<file path="src/rtl/vram_arbiter.sv">
// Single-port VRAM arbiter: display fetches take priority over CPU accesses, but a started
// CPU access always runs to completion. RAM-side and result outputs are all registered.
module vram_arbiter (
  input  logic        clk,
  input  logic        reset,
  input  logic        vga_slot,
  input  logic [12:0] vga_addr,
  output logic [7:0]  vga_data,
  output logic        vga_valid,
  input  logic        cpu_req,
  input  logic        cpu_we,
  input  logic [12:0] cpu_addr,
  input  logic [7:0]  cpu_din,
  output logic        cpu_ack,
  output logic [7:0]  cpu_dout,
  output logic [12:0] ram_addr,
  output logic        ram_we,
  output logic [7:0]  ram_din,
  input  logic [7:0]  ram_dout,
  output logic        overrun
);

  typedef enum logic [2:0] {
    StIdle,
    StVgaRd,
    StVgaLatch,
    StCpuAcc,
    StCpuWait,
    StCpuDone
  } state_e;

  state_e      state_q, state_d;
  logic        pend_q;
  logic [12:0] pend_addr_q;
  logic        acc_we_q;
  logic        vga_due;
  logic [12:0] fetch_addr;

  // A fresh slot in the same cycle supersedes the older pending address.
  assign vga_due    = pend_q | vga_slot;
  assign fetch_addr = vga_slot ? vga_addr : pend_addr_q;

  always_comb begin
    state_d = state_q;
    unique case (state_q)
      StIdle: begin
        if (vga_due) begin
          state_d = StVgaRd;
        end else if (cpu_req) begin
          state_d = StCpuAcc;
        end else begin
          state_d = StIdle;
        end
      end
      StVgaRd:    state_d = StVgaLatch;
      StVgaLatch: state_d = StIdle;
      StCpuAcc:   state_d = StCpuWait;
      StCpuWait:  state_d = StCpuDone;
      // cpu_req is still high here (ack not yet seen), so only a fetch may follow directly.
      StCpuDone:  state_d = vga_due ? StVgaRd : StIdle;
      default:    state_d = StIdle;
    endcase
  end

  always_ff @(posedge clk or posedge reset) begin
    if (reset) begin
      state_q     <= StIdle;
      pend_q      <= 1'b0;
      pend_addr_q <= '0;
      acc_we_q    <= 1'b0;
      vga_data    <= '0;
      vga_valid   <= 1'b0;
      cpu_ack     <= 1'b0;
      cpu_dout    <= '0;
      ram_addr    <= '0;
      ram_we      <= 1'b0;
      ram_din     <= '0;
      overrun     <= 1'b0;
    end else begin
      state_q   <= state_d;
      vga_valid <= (state_q == StVgaLatch);
      cpu_ack   <= (state_q == StCpuWait);
      overrun   <= overrun | (vga_slot & pend_q);
      ram_we    <= 1'b0;

      if (state_q == StVgaLatch) begin
        vga_data <= ram_dout;
      end
      if ((state_q == StCpuWait) && !acc_we_q) begin
        cpu_dout <= ram_dout;
      end

      if (state_d == StVgaRd) begin
        pend_q   <= 1'b0;
        ram_addr <= fetch_addr;
      end else if (vga_slot) begin
        pend_q      <= 1'b1;
        pend_addr_q <= vga_addr;
      end

      if (state_d == StCpuAcc) begin
        ram_addr <= cpu_addr;
        ram_we   <= cpu_we;
        ram_din  <= cpu_din;
        acc_we_q <= cpu_we;
      end
    end
  end

endmodule
</file>
<file path="config.mk">
export PLATFORM = sky130hd
export DESIGN_NAME = vram_arbiter
export DESIGN_NICKNAME = d
export VERILOG_FILES = /design/src/rtl/vram_arbiter.sv
export SDC_FILE = /design/constraint.sdc
export NUM_CORES = 1
export LEC_CHECK = 0
export BUFFER_PORTS_ARGS = -buffer_cell sky130_fd_sc_hd__buf_2
export CAP_MARGIN = 30
export CORE_AREA = 3 3 74 76
export DETAILED_ROUTE_END_ITERATION = 7
export DIE_AREA = 0 0 77 79
export PLACE_DENSITY = 0.83
export SYNTH_ARGS = -nofsm -noshare
export SYNTH_HDL_FRONTEND = slang
export SYNTH_SLANG_ARGS = --single-unit
</file>
<file path="constraint.sdc">
create_clock -name clk -period 5.1 [get_ports clk]
set_input_delay 0.255 -clock clk [delete_from_list [all_inputs] [get_ports clk]]
set_output_delay 0.255 -clock clk [all_outputs]
set_load 0.01 [all_outputs]
</file>
# Yosys cells after proc, flatten, opt, wreduce, memory -nomap -nowiden
# Cells that the tools add are included.
[totals] ff_bits=59 in_bits=47 out_inout_bits=41 word_cells=37
[classes] n_eq_ne=7 n_mux=10 n_bitwise=3 n_reduce_logical=5
[ops] op="$mux W13" count=3
[ops] op="$pmux W3 S5" count=1
[ops] op="$eq A3 B2 Y1 const B" count=3
[ops] op="$eq A3 B1 Y1 const B" count=2
[ops] op="$eq A3 B3 Y1 const B" count=2
[ops] op="$mux W1" count=4
[ops] op="$mux W2" count=2
[ops] op="$reduce_bool A2 Y1" count=2
[ops] op="$logic_not A3 Y1" count=1
[ops] op="$or A1 B1 Y1" count=2
[ops] op="$and A1 B1 Y1" count=1
[ops] op="$logic_and A1 B1 Y1" count=1
[ops] op="$logic_not A1 Y1" count=1

# Logic depth before layout (Yosys ltp)
[logic_depth] word_depth=6 ltp_mapped=7 depth_no_buf=4

# Least setup slack after synthesis
# Ideal clock, no wire load.
[synth_path] kind="reg2reg" from="register state_q[0]" to="register ram_addr[0]" t_arrival_ns=1.485 required_time_ns=4.975 path_slack_ns=3.491 path_stages_with_launch=7 path_buffers=2 path_cell_list="dfrtp_1 buf_2 nor2_2 nand4b_4 buf_6 mux2_4 mux2_2"
[synth_between] elab_chain_len=4 elab_cells_between_ends=10 cone_classes="6 x eq/ne; 2 x mux; 2 x reduce/logical"
[synth_lines] item="start, declared" line="32" source="state_e state_q, state_d;"
[synth_lines] item="start signal, assigned" line="67" source="state_q <= StIdle;"
[synth_lines] item="start signal, assigned" line="80" source="state_q <= state_d;"
[synth_lines] item="$eq A3 B3 Y1 (tied with other cells)" line="45" source="unique case (state_q)"
[synth_lines] item="$pmux W3 S5 *" line="45"
[synth_lines] item="$eq A3 B2 Y1 / $eq A3 B1 Y1 (equally long branches)" line="101, 93"
[synth_lines] item="$mux W13 / $reduce_bool A2 Y1 (equally long branches)"
[synth_lines] item="end signal, assigned" line="95" source="ram_addr <= fetch_addr;"
[synth_lines] item="end signal, assigned" line="102" source="ram_addr <= cpu_addr;"
[synth_lines] item="end, declared" line="16" source="output logic [12:0] ram_addr,"
# Mark *: on every way between the ends. The rest lies on a longest branch, timed or not.
# A chain may end at the register's enable or synchronous reset.

# Final worst setup path
[layout_path] from="register pend_q" to="register ram_addr[3]"
[layout_between] elab_chain_len=5 elab_cells_between_ends=8 cone_classes="2 x eq/ne; 4 x mux; 1 x bitwise; 1 x reduce/logical"
[layout_lines] item="start, declared" line="33" source="logic pend_q;"
[layout_lines] item="start signal, assigned" line="68" source="pend_q <= 1'b0;"
[layout_lines] item="start signal, assigned" line="94" source="pend_q <= 1'b0;"
[layout_lines] item="start signal, assigned" line="97" source="pend_q <= 1'b1;"
[layout_lines] item="$or A1 B1 Y1 *" line="40" source="assign vga_due = pend_q | vga_slot;"
[layout_lines] item="$mux W1 / $mux W2 (equally long branches)" line="60, 47"
[layout_lines] item="$pmux W3 S5 *" line="45"
[layout_lines] item="$eq A3 B2 Y1 / $eq A3 B1 Y1 (equally long branches)" line="101, 93"
[layout_lines] item="$mux W13 / $reduce_bool A2 Y1 (equally long branches)"
# Marks and branches as above.

==> results.md <==
* CTS Sinks at 59
* Setup crit start kind: flop
* Crit path from: pend_q
* Post-Syn Area at 2610 µm²
* Initial antenna violation count at 0
* Leak Pwr at 1.61 nW
* Hold/Removal Path Class: primary input to async pin
* Fmax at 507 MHz
* Worst vdd ir at 0.318 mV
* Slew Viols, Final at 0
* Yosys top cell by area: dfrtp_1
* WL final at 4830 µm
* Crit-path max FO at 13
* Area Growth Syn to Fin at 25.2%
* Clock Skew at 0.00718 ns
* Top-area cell type share of the netlist area at 0.566
* Critical R2R Launch: pend_q
* Nets at 309
* Synth Register Bits at 59
* Synth unique cells at 25
* Max Cap Viol at 0
* Avg WL per Cell at 14.5 µm
* Vias after detailed routing at 1643
* Antenna-violating nets left at 0
* Clk slew on worst S/H paths at 0.06 ns
* Number of global-route vias before repair at 1777
* Die width at 77 µm
* Clock Latency Late Sink at 0.32 ns
* Relative slew slack at 0.431
* Post-CTS sizing at 0
* Worst setup EP type: flop
* TritonCTS Buffers at 9
* Final hold vios at 0
* Pwr dens at 620 nW/µm²
* Run status: complete, no violations
* Detailed-route DRC error count at 0
* Final period util at 0.387
* Post-DP Area at 3090 µm²
* Setup Slack @ Placement at 2.95 ns
* Critical Path RT at 5.30 ns
* Share of layout cells above drive strength 1 at 0.695
* Clk root buf: clkbuf_8
* Diodes inserted at 0
* H-tree depth at 3
* Core Rows at 25
* Post-synthesis sequential area ratio at 0.566
* Cell area after layout at 3270 µm²
* CTS Buffer Depth at 2
* Syn Area/Cell at 15.3 µm²
* Synth top area cells: dfrtp_1, mux2_2, mux2_4
* Starting Density at 0.545
* Largest net degree at the start of global routing at 60
* CTS tree: done
* Io pins at 88
* RSZ-0062 raised after global routing: no
* All-Layer GR Usage at 0.175
* DR pass1 iterations at 4
* Number of I/O port buffers at 87
* Total congestion overflow at 0
* Core Region at 4790 µm²
* Final setup margin at 3.13 ns
* Final Util at 0.683
* Setup tns final at 0 ns
* Detailed Place HPWL at 3430 µm
* Post-synthesis instance total at 171
* Endpoints failing setup at 0
* Number of hold buffers added after CTS at 0
* DR vias/cell at 4.93
* Final hold slack at 0.136 ns
* Worst endpoint data arrival time at 2.17 ns
* Crit path time final at 1.97 ns
* Die height at 79 µm
* Iter 0 DRT Violations at 30
* Ys Warns at 0
* Wire length of the first global-routing pass at 8240 µm
* Full die area at 6080 µm²
* Setup CP Type: flop to flop
* Post-synth net total at 218
* Worst slew pin tran at 0.854 ns
* Placer Congestion at 0.677
* Post-CTS setup buffer count at 0
[cell usage after synthesis]
cell type and n:
dfrtp_1 59, nand4b_4 1, mux2_1 1, and2_1 1, mux2_4 9, nand2_1 2
nor3_2 1, buf_2 3, buf_4 4, nor2_2 2, xor2_1 1, a211oi_1 1
a21oi_1 1, nor3_1 2, buf_6 1, inv_1 3, o21ai_0 1, a21o_1 2
mux2_2 66, clkbuf_1 1, nor2_1 5, a21oi_2 1, nand2b_1 1, nor2_8 1
o211ai_1 1
[where the power goes]
group | switching, mW | total, mW | internal (mW)
clock | 0.160 | 0.372 | 0.212
sequential | 0.129 | 0.829 | 0.700
combinational | 0.352 | 0.823 | 0.471
total | 0.642 | 2.02 | 1.38
[cell families (layout without fill, tap and decap cells)]
logic type             after synthesis  count (layout)  share of synthesized area
AND/OR/NAND/NOR                     16              16                     0.0441
multiplexers                        76              76                      0.341
flip-flops                          59              59                      0.566
XOR/XNOR                             1               1                    0.00336
buffers and inverters               12             107                     0.0273
AO/OA/AOI/OAI                        7               7                     0.0187
[per-layer routing]
layer | track usage | up-vias | wire (µm)
li1 | - | 788 | -
met1 | 0.210 | 783 | 2080
met2 | 0.292 | 70 | 2360
met3 | 0.0703 | 2 | 381
met4 | 0.0480 | 0 | 12
met5 | 0 | - | 0
[area by class of cell]
type / instances / area, µm²
clock buffers: 13 / 169
fillers: 363 / 1520
well taps: 67 / 83.8
repair buffers: 89 / 454
inverters: 3 / 11.3
flip-flops and latches: 59 / 1480
clock inverters: 2 / 10.0
multi-input cells: 100 / 1060
[state kept, by name, summed over array words and instances, names as in the netlist]
signal and count:
ram_we 1, ram_addr 13, state_q 3, ram_din 8, overrun 1, cpu_dout 8, cpu_ack 1, pend_addr_q 13
vga_valid 1, acc_we_q 1, vga_data 8, pend_q 1
[layout by cell type, fill, tap and decap left out, types with 2 or more instances in the layout]
cell,n
mux2_2,66
buf_2,87
mux2_4,9
a21o_1,2
nor2_1,5
clkbuf_8,12
clkinv_2,2
inv_1,2
nor2_2,2
nor3_1,2
nand2_1,2
dfrtp_1,59
[per-stage QoR]
step | std cells | power (mW)
after CTS | 333 | 2.06
after global placement | 317 | 1.62
after floorplan | 171 | 1.41
final | 333 | 2.02
after global routing | 333 | 2.18
after detailed placement | 318 | 1.67
[path summary, 6_finish.rpt]
| kind | end | cells past startpoint | slack [ns] |
|---|---|---|---|
| worst min-delay path | vga_data[7] | 3 | 0.14 |
| worst max register to register | ram_addr[3] | 4 | 3.13 |
| max in group asynchronous | ram_din[2] | 3 | 4.50 |
| worst max-delay path | ram_addr[3] | 4 | 3.13 |
| worst min register to register | overrun | 1 | 0.48 |
| min in group clk | ram_we | 3 | 0.16 |
[critical path, stage by stage, from the launching register on]
cell and delay [ns]:
dfrtp_1 0.49, nor3_1 0.11, nand2b_1 0.18, a21oi_2 0.66
mux2_2 0.42
No activity file was read; power rests on OpenSTA's default activity.
